$ cat src/rtl/snoop_responder_if.sv
// snoop_responder_if: bus, cache-array and write-back signals between one
// snoop responder and its surroundings (bus arbiter, local cache array,
// data memory).
// Handshake rules:
//   - bus_valid qualifies bus for one cycle. It is only acted on while
//     snoop_busy is low; the arbiter holds the next word while snoop_busy is high.
//   - wb_req stays high with wb_block stable until the cycle in which wb_ack
//     is high. That cycle completes the transfer.
//   - upd_en, has_block and done are single-cycle strobes with no back-pressure.
interface snoop_responder_if;
   logic        bus_valid;
   logic [15:0] bus;
   logic        snoop_busy;
   logic [3:0]  lkp_tag;
   logic        lkp_hit;
   logic [15:0] lkp_line;
   logic        upd_en;
   logic [1:0]  upd_state;
   logic        wb_req;
   logic [15:0] wb_block;
   logic        wb_ack;
   logic        has_block;
   logic [15:0] block_out;
   logic        done;
   logic        err;

   // Responder side
   modport slave (
      input  bus_valid, bus, lkp_hit, lkp_line, wb_ack,
      output snoop_busy, lkp_tag, upd_en, upd_state, wb_req, wb_block,
             has_block, block_out, done, err
   );

   // Environment side: arbiter, cache array and memory
   modport master (
      output bus_valid, bus, lkp_hit, lkp_line, wb_ack,
      input  snoop_busy, lkp_tag, upd_en, upd_state, wb_req, wb_block,
             has_block, block_out, done, err
   );
endinterface

$ cat src/rtl/snoop_responder.sv
// snoop_responder: MESI snoop side for one processor. It looks up snooped
// tags in the local cache, downgrades or invalidates the local line, writes
// back Modified data, and supplies the block to the requester.
// Optional feature macro: SNOOP_WB_TIMEOUT_EN. When it is defined, the
// write-back is aborted after WB_TIMEOUT cycles without wb_ack.
module snoop_responder #(
   parameter logic [1:0] PROC_ID = 2'b00
`ifdef SNOOP_WB_TIMEOUT_EN
   , parameter int unsigned WB_TIMEOUT = 15
`endif
) (
   input  logic                    i_clk,
   input  logic                    i_rst_n,
   snoop_responder_if.slave        sif,
   output logic [2:0]              o_dbg_state
);
   typedef enum logic [2:0] {
      S_IDLE   = 3'd0,
      S_LOOKUP = 3'd1,
      S_EVAL   = 3'd2,
      S_WB     = 3'd3,
      S_SUPPLY = 3'd4
   } state_t;

   localparam logic [1:0] ST_I    = 2'b00;
   localparam logic [1:0] ST_S    = 2'b01;
   localparam logic [1:0] ST_M    = 2'b11;
   localparam logic [1:0] MSG_RD  = 2'b00;
   localparam logic [1:0] MSG_WR  = 2'b01;
   localparam logic [1:0] MSG_RSV = 2'b11;

   state_t      r_state, w_next;
   logic [1:0]  r_msg;
   logic [3:0]  r_tag;
   logic [1:0]  r_final;
   logic [3:0]  r_line_tag;
   logic [9:0]  r_data;
   logic [15:0] r_wb_block;
   logic        r_wb_fin;   // write-back finished (ack or timeout); next cycle updates the line
   logic        r_wb_to;    // write-back ended by timeout: skip the supply step
   logic        r_err;

   logic        w_capture, w_inv_err, w_wb_fin_set, w_wb_to_set;
   logic        w_upd_en, w_has_block, w_done;
   logic [1:0]  w_upd_state, w_line_st, w_final_eval;
   logic [15:0] w_block_out;
   logic        w_miss, w_eval_m_fill;
   logic [7:0]  w_unused_bus;

   assign w_line_st     = sif.lkp_line[11:10];
   assign w_miss        = !sif.lkp_hit || (w_line_st == ST_I);
   assign w_final_eval  = (r_msg == MSG_RD) ? ST_S : ST_I;
   assign w_eval_m_fill = (r_state == S_EVAL) && !w_miss && (w_line_st == ST_M) &&
                          ((r_msg == MSG_RD) || (r_msg == MSG_WR));
   assign w_unused_bus  = sif.bus[7:0];

`ifdef SNOOP_WB_TIMEOUT_EN
   localparam logic [3:0] LP_TO_LAST = 4'(WB_TIMEOUT - 1);
   logic [3:0] r_cnt;

   // Count write-back cycles spent waiting for wb_ack
   always_ff @(posedge i_clk or negedge i_rst_n) begin
      if (!i_rst_n)                            r_cnt <= '0;
      else if (r_state == S_EVAL)              r_cnt <= '0;
      else if (r_state == S_WB && !r_wb_fin)   r_cnt <= r_cnt + 4'd1;
   end
`endif

   // State register
   always_ff @(posedge i_clk or negedge i_rst_n) begin
      if (!i_rst_n) r_state <= S_IDLE;
      else          r_state <= w_next;
   end

   // Next-state decode and strobe outputs
   always_comb begin
      w_next       = r_state;
      w_capture    = 1'b0;
      w_inv_err    = 1'b0;
      w_wb_fin_set = 1'b0;
      w_wb_to_set  = 1'b0;
      w_upd_en     = 1'b0;
      w_upd_state  = ST_I;
      w_has_block  = 1'b0;
      w_block_out  = '0;
      w_done       = 1'b0;
      case (r_state)
         S_IDLE: begin
            if (sif.bus_valid && (sif.bus[15:14] != PROC_ID) && (sif.bus[13:12] != MSG_RSV)) begin
               w_capture = 1'b1;
               w_next    = S_LOOKUP;
            end
         end
         S_LOOKUP: w_next = S_EVAL;
         S_EVAL: begin
            if (w_miss) begin
               w_done = 1'b1;
               w_next = S_IDLE;
            end else if ((r_msg == MSG_RD) || (r_msg == MSG_WR)) begin
               if (w_line_st == ST_M) begin
                  w_next = S_WB;
               end else begin
                  w_upd_en    = 1'b1;
                  w_upd_state = w_final_eval;
                  w_next      = S_SUPPLY;
               end
            end else begin
               // Invalidate: only a Shared copy may legally exist elsewhere
               if (w_line_st == ST_S) begin
                  w_upd_en    = 1'b1;
                  w_upd_state = ST_I;
               end else begin
                  w_inv_err = 1'b1;
               end
               w_done = 1'b1;
               w_next = S_IDLE;
            end
         end
         S_WB: begin
            if (r_wb_fin) begin
               w_upd_en    = 1'b1;
               w_upd_state = r_final;
               if (r_wb_to) begin
                  w_done = 1'b1;
                  w_next = S_IDLE;
               end else begin
                  w_next = S_SUPPLY;
               end
            end else if (sif.wb_ack) begin
               w_wb_fin_set = 1'b1;
`ifdef SNOOP_WB_TIMEOUT_EN
            end else if (r_cnt == LP_TO_LAST) begin
               w_wb_fin_set = 1'b1;
               w_wb_to_set  = 1'b1;
`endif
            end
         end
         S_SUPPLY: begin
            w_has_block = 1'b1;
            w_block_out = {r_line_tag, r_final, r_data};
            w_done      = 1'b1;
            w_next      = S_IDLE;
         end
         default: w_next = S_IDLE;
      endcase
   end

   // Capture the snooped request, the looked-up line and write-back progress
   always_ff @(posedge i_clk or negedge i_rst_n) begin
      if (!i_rst_n) begin
         r_msg      <= '0;
         r_tag      <= '0;
         r_final    <= '0;
         r_line_tag <= '0;
         r_data     <= '0;
         r_wb_block <= '0;
         r_wb_fin   <= 1'b0;
         r_wb_to    <= 1'b0;
         r_err      <= 1'b0;
      end else begin
         if (w_capture) begin
            r_msg <= sif.bus[13:12];
            r_tag <= sif.bus[11:8];
         end
         if (r_state == S_EVAL) begin
            r_final    <= w_final_eval;
            r_line_tag <= sif.lkp_line[15:12];
            r_data     <= sif.lkp_line[9:0];
            r_wb_fin   <= 1'b0;
            r_wb_to    <= 1'b0;
         end
         if (w_eval_m_fill) r_wb_block <= sif.lkp_line;
         if (w_wb_fin_set)  r_wb_fin   <= 1'b1;
         if (w_wb_to_set)   r_wb_to    <= 1'b1;
         if (w_inv_err || w_wb_to_set) r_err <= 1'b1;
      end
   end

   assign sif.snoop_busy = (r_state != S_IDLE);
   assign sif.lkp_tag    = r_tag;
   assign sif.upd_en     = w_upd_en;
   assign sif.upd_state  = w_upd_state;
   assign sif.wb_req     = (r_state == S_WB) && !r_wb_fin;
   assign sif.wb_block   = r_wb_block;
   assign sif.has_block  = w_has_block;
   assign sif.block_out  = w_block_out;
   assign sif.done       = w_done;
   assign sif.err        = r_err;
   assign o_dbg_state    = r_state;
endmodule

$ cat src/flat_wrapper.sv
// flat-port wrapper written by rule: the top's interface ports become plain ports
module snoop_responder_flat 
#(
   parameter logic [1:0] PROC_ID = 2'b00

)
  (i_clk, i_rst_n, o_dbg_state, sif_bus_valid, sif_bus, sif_lkp_hit, sif_lkp_line, sif_wb_ack, sif_snoop_busy, sif_lkp_tag, sif_upd_en, sif_upd_state, sif_wb_req, sif_wb_block, sif_has_block, sif_block_out, sif_done, sif_err);
  snoop_responder_if sif_i ();
  input  logic i_clk;
  input  logic i_rst_n;
  output logic [2:0] o_dbg_state;
  input wire logic [$bits(sif_i.bus_valid)-1:0] sif_bus_valid;
  input wire logic [$bits(sif_i.bus)-1:0] sif_bus;
  input wire logic [$bits(sif_i.lkp_hit)-1:0] sif_lkp_hit;
  input wire logic [$bits(sif_i.lkp_line)-1:0] sif_lkp_line;
  input wire logic [$bits(sif_i.wb_ack)-1:0] sif_wb_ack;
  output wire logic [$bits(sif_i.snoop_busy)-1:0] sif_snoop_busy;
  output wire logic [$bits(sif_i.lkp_tag)-1:0] sif_lkp_tag;
  output wire logic [$bits(sif_i.upd_en)-1:0] sif_upd_en;
  output wire logic [$bits(sif_i.upd_state)-1:0] sif_upd_state;
  output wire logic [$bits(sif_i.wb_req)-1:0] sif_wb_req;
  output wire logic [$bits(sif_i.wb_block)-1:0] sif_wb_block;
  output wire logic [$bits(sif_i.has_block)-1:0] sif_has_block;
  output wire logic [$bits(sif_i.block_out)-1:0] sif_block_out;
  output wire logic [$bits(sif_i.done)-1:0] sif_done;
  output wire logic [$bits(sif_i.err)-1:0] sif_err;
  assign sif_i.bus_valid = sif_bus_valid;
  assign sif_i.bus = sif_bus;
  assign sif_i.lkp_hit = sif_lkp_hit;
  assign sif_i.lkp_line = sif_lkp_line;
  assign sif_i.wb_ack = sif_wb_ack;
  assign sif_snoop_busy = sif_i.snoop_busy;
  assign sif_lkp_tag = sif_i.lkp_tag;
  assign sif_upd_en = sif_i.upd_en;
  assign sif_upd_state = sif_i.upd_state;
  assign sif_wb_req = sif_i.wb_req;
  assign sif_wb_block = sif_i.wb_block;
  assign sif_has_block = sif_i.has_block;
  assign sif_block_out = sif_i.block_out;
  assign sif_done = sif_i.done;
  assign sif_err = sif_i.err;
  snoop_responder #(.PROC_ID(PROC_ID)) u_core (.i_clk(i_clk), .i_rst_n(i_rst_n), .sif(sif_i), .o_dbg_state(o_dbg_state));
endmodule
$ cat config.mk
export PLATFORM = sky130hd
export DESIGN_NAME = snoop_responder_flat
export DESIGN_NICKNAME = d
export VERILOG_FILES = /design/src/rtl/snoop_responder_if.sv /design/src/rtl/snoop_responder.sv /design/src/flat_wrapper.sv
export SDC_FILE = /design/constraint.sdc
export NUM_CORES = 1
export LEC_CHECK = 0
export ABC_CLOCK_PERIOD_IN_PS = 2850
export CORE_MARGIN = 3
export CORE_UTILIZATION = 36
export DETAILED_ROUTE_END_ITERATION = 10
export GPL_TIMING_DRIVEN = 0
export PLACE_DENSITY_LB_ADDON = 0.25
export SETUP_SLACK_MARGIN = 0.5
export SYNTH_ARGS = -nofsm -noshare
export SYNTH_HDL_FRONTEND = slang
export SYNTH_SLANG_ARGS = --single-unit
$ cat constraint.sdc
create_clock -name i_clk -period 2.85 [get_ports i_clk]
set_input_delay 0.7125 -clock i_clk [delete_from_list [all_inputs] [get_ports i_clk]]
set_output_delay 0.7125 -clock i_clk [all_outputs]
set_load 0.01 [all_outputs]
==> Yosys cells after proc, flatten, opt, wreduce, memory -nomap -nowiden <==
Cells that the tools add are included.
{ "totals": {"inputBits": 37, "output_inout_bits": 47, "ff_bits": 43, "elab_cells": 71} }
{ "classes": {"eq_ne": 10, "muxes": 34, "reduce_logical": 18} }
{ "op_table": {"columns": ["cell", "count"], "rows": [
  ["2-to-1 mux 1 bit", 20],
  ["2-to-1 mux 16 bit", 1],
  ["2-to-1 mux 3 bit", 5],
  ["one-hot mux 3 bit (4 select lines)", 1],
  ["2-to-1 mux 2 bit", 4],
  ["== test 3 x 2 -> 1 bit (second input constant)", 2],
  ["logical AND 1 bit", 6],
  ["== test 2 x 1 -> 1 bit (second input constant)", 2],
  ["logical NOT 2 bit", 2],
  ["inequality test 2 x 1 -> 1 bit (second input constant)", 2],
  ["one-hot mux 1 bit (2 select lines)", 2],
  ["one-hot mux 2 bit (2 select lines)", 1],
  ["nonzero test 2 bit", 2],
  ["== test 3 x 1 -> 1 bit (second input constant)", 1],
  ["== test 3 bit (second input constant)", 1],
  ["logical NOT 1 bit", 3],
  ["logical NOT 3 bit", 1],
  ["nonzero test 3 bit", 1],
  ["== test 2 bit (second input constant)", 1],
  ["logical OR 1 bit", 2],
  ["inequality test 2 bit (second input constant)", 1],
  ["AND reduction 2 bit", 1]
]} }

==> Depth between registers and ports, before layout <==
Gate-level depths: netlist of run 1.
{ "depth": {"word_depth": 6, "mapped_depth": 5, "mapped_depth_nobuf": 3} }

==> Worst setup path before layout of run 1 <==
Ideal clock, no wire load.
{ "synth_timing": {"path_kind": "reg-to-output", "from": "register u_core.r_state[2] (netlist: u_core.o_dbg_state[2])", "to": "output port sif_done", "t_required_ns": 2.138, "n_path_buf": 2, "arrival_ns": 1.429, "path_slack_ns": 0.708, "path_stages_with_launch": 6, "cell_sequence": "dfrtp_1 -> nand2b_1 -> clkbuf_1 -> nor2_2 -> buf_2 -> a21o_1"} }
{ "synth_between": {"elab_chain_len": 2, "word_cells_on_any_way": 3, "classes_between": "2 x eq/ne; 1 x mux"} }
{ "synth_lines": {"columns": ["element", "line", "text"], "rows": [
  ["start: declaration", "snoop_responder.sv:32", "state_t r_state, w_next;"],
  ["start signal: assignment", "snoop_responder.sv:72", "else r_state <= w_next;"],
  ["== test 3 bit / == test 3 x 2 -> 1 bit (equally long branches)", "snoop_responder.sv:87", "case (r_state)"],
  ["one-hot mux 1 bit (2 select lines) *", "snoop_responder.sv:87", null],
  ["end: declaration", "flat_wrapper.sv:25", "output wire logic [$bits(sif_i.done)-1:0] sif_done;"]
]} }
Mark *: on every way between the ends. The rest lies on a longest branch, timed or not.

==> Final worst setup path of run 1 <==
{ "layout_timing": {"from": "register u_core.r_state[1] (netlist: u_core.o_dbg_state[1])", "to": "output port sif_has_block"} }
{ "layout_between": {"elab_chain_len": 2} }
{ "layout_lines": {"columns": ["element", "line", "text"], "rows": [
  ["== test 3 bit", "snoop_responder.sv:87", null],
  ["2-to-1 mux 1 bit", "snoop_responder.sv:87", null],
  ["end: declaration", "flat_wrapper.sv:23", "output wire logic [$bits(sif_i.has_block)-1:0] sif_has_block;"]
]} }
Every way passes these cells.

==> results.yml, run 1 <==
cts:
  cts_buffer_depth: 2
  path_clk_slew_ns: 0.07
  clockRootBuffer: "clkbuf_8"
  cts_buffers: 5
  htree_levels: 2
  insertion_delay_ns: 0.28
  cts_tree: "done"
  clock-sinks: 42
synthesis:
  syn_area_um2: 1836
  synth_cell_types: 30
  synthCells: 136
  synth_warnings: 0
  ys_ff_latch: 42
  yosysSeqAreaShare_pct: 57.26
  syn_area_per_cell_um2: 13.50
critical_path:
  crit_fanout: 4
  cp-end-kind: "primary output"
  reg2reg_to: "u_core.o_dbg_state[2]"
  crit_arrival_ns: 1.82
  worstPathCellList: "nor3b_4 -> clkbuf_4 -> buf_4 -> clkdlybuf4s50_1"
  r2r-start: "u_core.o_dbg_state[0]"
  ff2ff_path_depth: 13
  cp.depth: 4
  critPathMaxStageDelay_ns: 0.52
  required_ns: 2.14
  cpMaxStageDelayCell: "clkdlybuf4s50_1"
  r2r_slack_ns: 0.60
  cp.buffers_inverters: 3
  start_kind: "register"
  worstSetupPathType: "reg -> out"
  crit_family: "buffers and inverters"
run_status:
  status: "complete, no violations"
route:
  drc: 0
  wl_per_cell_um: 15.05
  ant_nets: 0
  dr.first_iter.drc_count: 27
  drt_wl_total_um: 4651
  vias: 1431
  first_pass_iters: 3
  via_per_inst: 4.631
floorplanning:
  die_y_um: 77.41
  dieArea_um2: 5992
  io_pins: 84
  rows: 25
  core_um2: 4817
  die_w_um: 77.41
  floorplan.initialDensity_pct: 38.10
grt:
  grt_overflow_total: 0
  grt_pass1_vias: 1512
  track_usage_pct: 16.36
  antenna_found_initial: 0
  grt_pass1_wl_um: 7679
  grt_max_degree: 23
sta:
  slew_headroom_pct: 65.99
  tightest_slew_ns: 0.5101
  setup_ws_ns: 0.3168
  final.setup.tns_ns: 0
  slew_violations: 0
  finalHoldViolCount: 0
  holdWs_ns: 0.3925
  layout_min_cycle_time_ns: 2.533
  rsz0062_at_grt: "true"
  setup_viol: 0
  period_share_pct: 88.88
  fin_skew_ns: 0.005287
  max_clock_freq_ghz: 0.3948
finish:
  fillers: 431
  fin_nets: 280
  multi_input_area_um2: 777.0
  drive_above_1_share_pct: 38.84
  syn_to_final_growth_pct: 62.64
  antennaDiodeCount: 0
  stdcell_count: 309
  design_area_um2: 2985
  regArea_um2: 1054
place:
  placed_cell_area_um2: 2676
  placed_cells: 278
  gp_congestion: 0.8257
  numPortBuffers: 73
  dp_hpwl_um: 3135
  post-place-ws_ns: -0.3007
pwr:
  max-vdd-ir-drop_mv: 0.4200
  power_density_nw_per_um2: 867.1
  p_leak_nw: 1.414
min_path:
  min_path_type: "in -> async"
flow_run:
  drv_cap: 0
[stage by stage]
stage	power, W	util (%)
6_report	0.002589	61.97
5_1_grt	0.002756	61.97
4_1_cts	0.002586	61.32
3_5_place_dp	0.002088	55.56
3_3_place_gp	0.002059	55.09
2_1_floorplan	0.001557	-
[synth_stat cells (all sizes together)]
master	count	share of area [%]
buf	5	2.0
or3b	1	0.48
nor2	3	0.75
o41ai	1	0.48
nor3b	3	1.2
nand4	1	0.34
a21o	1	0.41
nand3b	2	0.82
or3	1	0.61
mux2	34	22
dfrtp	42	57
a41o	1	0.55
clkbuf	3	0.61
nor2b	3	1.0
o31ai	1	0.41
nand3	1	0.27
a21oi	4	1.1
nand2b	3	1.0
and2	15	5.1
o21ai	4	1.1
and2b	1	0.48
nand2	2	0.41
conb	1	0.20
a311oi	1	0.48
and3	1	0.34
xor2	1	0.48
[cell usage in the layout (no fill, tap or decap), types with 2 or more instances in the layout]
master / synthesis / routed
clkdlybuf4s50_1: 0 / 55
dfrtp_1: 42 / 40
mux2_2: 28 / 28
buf_4: 2 / 24
and2_1: 15 / 14
mux2_4: 6 / 6
buf_2: 2 / 6
clkbuf_8: 0 / 6
buf_6: 1 / 5
dlygate4sd2_1: 0 / 5
o21ai_0: 4 / 4
a21oi_1: 4 / 4
clkbuf_2: 0 / 4
nand2b_1: 3 / 3
buf_8: 0 / 2
clkbuf_4: 0 / 2
nand3b_1: 2 / 2
nand2_1: 2 / 2
nor2b_1: 3 / 2
nor2_1: 2 / 2
conb_1: 1 / 2
dlymetal6s2s_1: 0 / 2
dfrtp_2: 0 / 2
[sequential cells by signal, indices dropped and copies added, names as in the netlist]
signal	flops
u_core.r_wb_fin	1
u_core.r_line_tag	4
u_core.r_data	10
u_core.r_final	1
u_core.sif.lkp_tag	4
u_core.sif.err	1
u_core.r_msg	2
u_core.o_dbg_state	3
u_core.sif.wb_block	16
[logic make-up (layout without fill, tap and decap cells)]
| logic type | Yosys count | after routing | synth area share, % |
|---|---|---|---|
| multiplexers | 34 | 34 | 22.09 |
| other | 1 | 2 | 0.2043 |
| XOR/XNOR | 1 | 1 | 0.4773 |
| flip-flops | 42 | 42 | 57.26 |
| AND/OR/NAND/NOR | 37 | 37 | 12.88 |
| buffers and inverters | 8 | 113 | 2.590 |
| AO/OA/AOI/OAI | 13 | 13 | 4.500 |
[cell type report]
| type | count | share of cell area, % |
|---|---|---|
| Multi-Input combinational cell | 87 | 26.03 |
| Sequential cell | 42 | 35.29 |
| Timing Repair Buffer | 99 | 30.43 |
| Tap cell | 67 | 2.808 |
| Clock buffer | 6 | 2.766 |
| Buffer | 8 | 2.682 |
[layer usage]
layer	routed length (µm)	GRT usage (%)	up-vias
met5	0	0	-
met4	15	4.093	0
met3	314	6.032	2
met2	2312	26.60	44
met1	2008	20.69	703
li1	-	-	682
[timing repair]
action,4_1_cts,5_1_grt
pin swaps,5,5
buffers inserted,19,5
setup endpoints to repair,20,20
cloned,1,0
gates resized for setup,41,27
hold buffers,0,0
[where the power goes]
group          internal (W)  switching (W)
Sequential         0.000876       0.000159
Combinational      0.000760       0.000425
Clock              0.000187       0.000182
Total               0.00182       0.000766
[how the worst max path moves through the flow]
stage                                from                to  slack (ns)
floorplan           u_core.o_dbg_state[2]          sif_done        0.71
global placement              sif_lkp_hit  sif_upd_state[0]       -0.30
detailed placement            sif_lkp_hit  sif_upd_state[0]       -0.30
CTS                 u_core.o_dbg_state[1]  sif_block_out[5]        0.26
global route        u_core.o_dbg_state[1]  sif_block_out[5]        0.23
finish              u_core.o_dbg_state[1]     sif_has_block        0.32
Power figures use the tool's default switching activity.
==> run 2: changes to the inputs <==
--- a/config.mk
+++ b/config.mk
@@ -7,7 +7,7 @@
 export LEC_CHECK = 0
 export ABC_CLOCK_PERIOD_IN_PS = 2850
 export CORE_MARGIN = 3
-export CORE_UTILIZATION = 36
+export CORE_UTILIZATION = 44
 export DETAILED_ROUTE_END_ITERATION = 10
 export GPL_TIMING_DRIVEN = 0
 export PLACE_DENSITY_LB_ADDON = 0.25
==> run 2 against run 1 <==
  * Total power hardly changed
  * Final area decreased by 4.0%
  * Sequential power is essentially flat
  * Critical path depth is 2 higher
==> results.yml, run 2 (synthesized netlist as in run 1, its figures left out) <==
run_status:
  status: "complete, no violations"
sta:
  finalHoldViolCount: 0
  setup_viol: 0
  max_clock_freq_ghz: 0.4247
  rsz0062_at_grt: "true"
  tightest_slew_ns: 0.8988
  slew_headroom_pct: 40.08
  period_share_pct: 82.61
  slew_violations: 0
  layout_min_cycle_time_ns: 2.354
  fin_skew_ns: 0.007511
flow_run:
  drv_cap: 0
grt:
  grt_overflow_total: 0
  antenna_found_initial: 0
  use_met1_pct: 21.64
  grt_pass1_wl_um: 7438
  grtUsageMet3_pct: 6.250
  grt_pass1_vias: 1502
  track_usage_pct: 19.15
  grt_use_met2_pct: 33.47
  grt_max_degree: 43
  busiest_layer: "met2"
route:
  vias: 1427
  first_pass_iters: 4
  wl_per_cell_um: 15.79
  drt_wl_total_um: 4452
  via_per_inst: 5.060
  drc: 0
  ant_nets: 0
  dr.first_iter.drc_count: 41
critical_path:
  required_ns: 2.14
  worstSetupPathType: "reg -> out"
  ff2ff_path_depth: 5
  start_kind: "register"
  crit_fanout: 5
  cp-end-kind: "primary output"
  r2r-start: "u_core.o_dbg_state[1]"
  crit_arrival_ns: 1.64
  r2r_slack_ns: 0.92
  reg2reg_to: "u_core.sif.wb_block[9]"
cts:
  cts_tree: "done"
  cts_buffers: 5
  clock-sinks: 42
  path_clk_slew_ns: 0.08
  htree_levels: 2
  clockRootBuffer: "clkbuf_8"
  cts_buffer_depth: 2
  insertion_delay_ns: 0.29
finish:
  mostFrequentLayoutCells: "clkdlybuf4s50_1, dfrtp_1, mux2_2, buf_4, and2_1"
  antennaDiodeCount: 0
  drive_above_1_share_pct: 39.74
  final_common_cell: "clkdlybuf4s50_1"
  syn_to_final_growth_pct: 56.10
  regArea_um2: 1054
  design_area_um2: 2865
  fin_nets: 270
  largest_register_ffs: 16
  multi_input_area_um2: 782.0
  fillers: 257
pwr:
  total_power_w: 0.002586
  power_switching_w: 0.0007796
  max-vdd-ir-drop_mv: 0.6081
  comb_power_share_pct: 44.5
  power_density_nw_per_um2: 902.6
  p_leak_nw: 1.362
  internal_power_w: 0.001807
  p_sw_share_pct: 30.14
  clkPwrFrac_pct: 15.0
  power_frac_seq_pct: 40.4
floorplanning:
  rows: 22
  die_w_um: 70.59
  dieArea_um2: 4983
  io_pins: 84
  die_y_um: 70.59
  core_um2: 3826
  floorplan.initialDensity_pct: 47.97
place:
  dp_hpwl_um: 3082
  gp_congestion: 0.8462
  placed_cell_area_um2: 2625
  numPortBuffers: 73
min_path:
  hold_start: "u_core.sif.wb_block[11]"
  holdPathEnd: "u_core.sif.wb_block[11]"
  hold_depth: 1
  min_path_type: "reg -> reg"
-- run 2: worst max-delay path by stage --
stage,from,end,slack [ns],cells after the start
floorplan,u_core.o_dbg_state[2],sif_done,0.71,5
global placement,sif_lkp_hit,sif_upd_state[0],-0.25,5
detailed placement,sif_lkp_hit,sif_upd_state[0],-0.36,5
CTS,u_core.o_dbg_state[1],sif_block_out[7],0.30,6
global route,u_core.o_dbg_state[0],sif_block_out[7],0.42,6
finish,u_core.o_dbg_state[0],sif_block_out[7],0.50,6
-- run 2: stage by stage --
stage / hold WS [ns] / utilization [%] / worst slack, ns / cells / TNS [ns]
global placement: 0.4492 / 68.74 / -0.2538 / 258 / -1.864
finish: 0.4693 / 74.89 / 0.4957 / 282 / 0
CTS: 0.4735 / 73.71 / 0.2992 / 278 / 0
floorplan: 0.4169 / - / 0.7082 / 137 / 0
global route: 0.5000 / 74.89 / 0.4217 / 282 / 0
detailed placement: 0.4544 / 68.61 / -0.3609 / 258 / -1.457
-- run 2: layout make-up --
cell class                 count  area share (%)
buffer                         8           2.620
clock buffer                   7           3.013
clock inverter                 1          0.1747
multi-input combinational     87           27.29
sequential                    42           36.77
tap                           48           2.096
timing repair buffer          89           28.03
-- run 2: what timing repair did --
item                       4_1_cts  5_1_grt
gates resized for setup         61       35
setup endpoints to repair       22       17
hold buffers                     0        0
setup buffers                   12        4
pin swaps                        5        2
-- run 2: critical path, stage by stage, from the launching register on --
cell and delay (ns):
dfrtp_2 0.45, nor3b_4 0.26, clkbuf_8 0.19, buf_6 0.09, buf_4 0.10, and2_1 0.12
clkbuf_2 0.14
-- run 2: metal layers --
metal	routed length (µm)	vias to the layer above
met4	79	0
met1	1690	708
met5	0	-
met2	2371	46
met3	310	8
li1	-	665
-- run 2: power groups by stage --
stage | combinational [W] | clock [W] | sequential, W
finish | 0.00115 | 0.000388 | 0.00105
global route | 0.00123 | 0.000427 | 0.00108
CTS | 0.00112 | 0.000400 | 0.00104
detailed placement | 0.00105 | 0 | 0.00104
global placement | 0.00102 | 0 | 0.00102
floorplan | 0.000474 | 0 | 0.00108
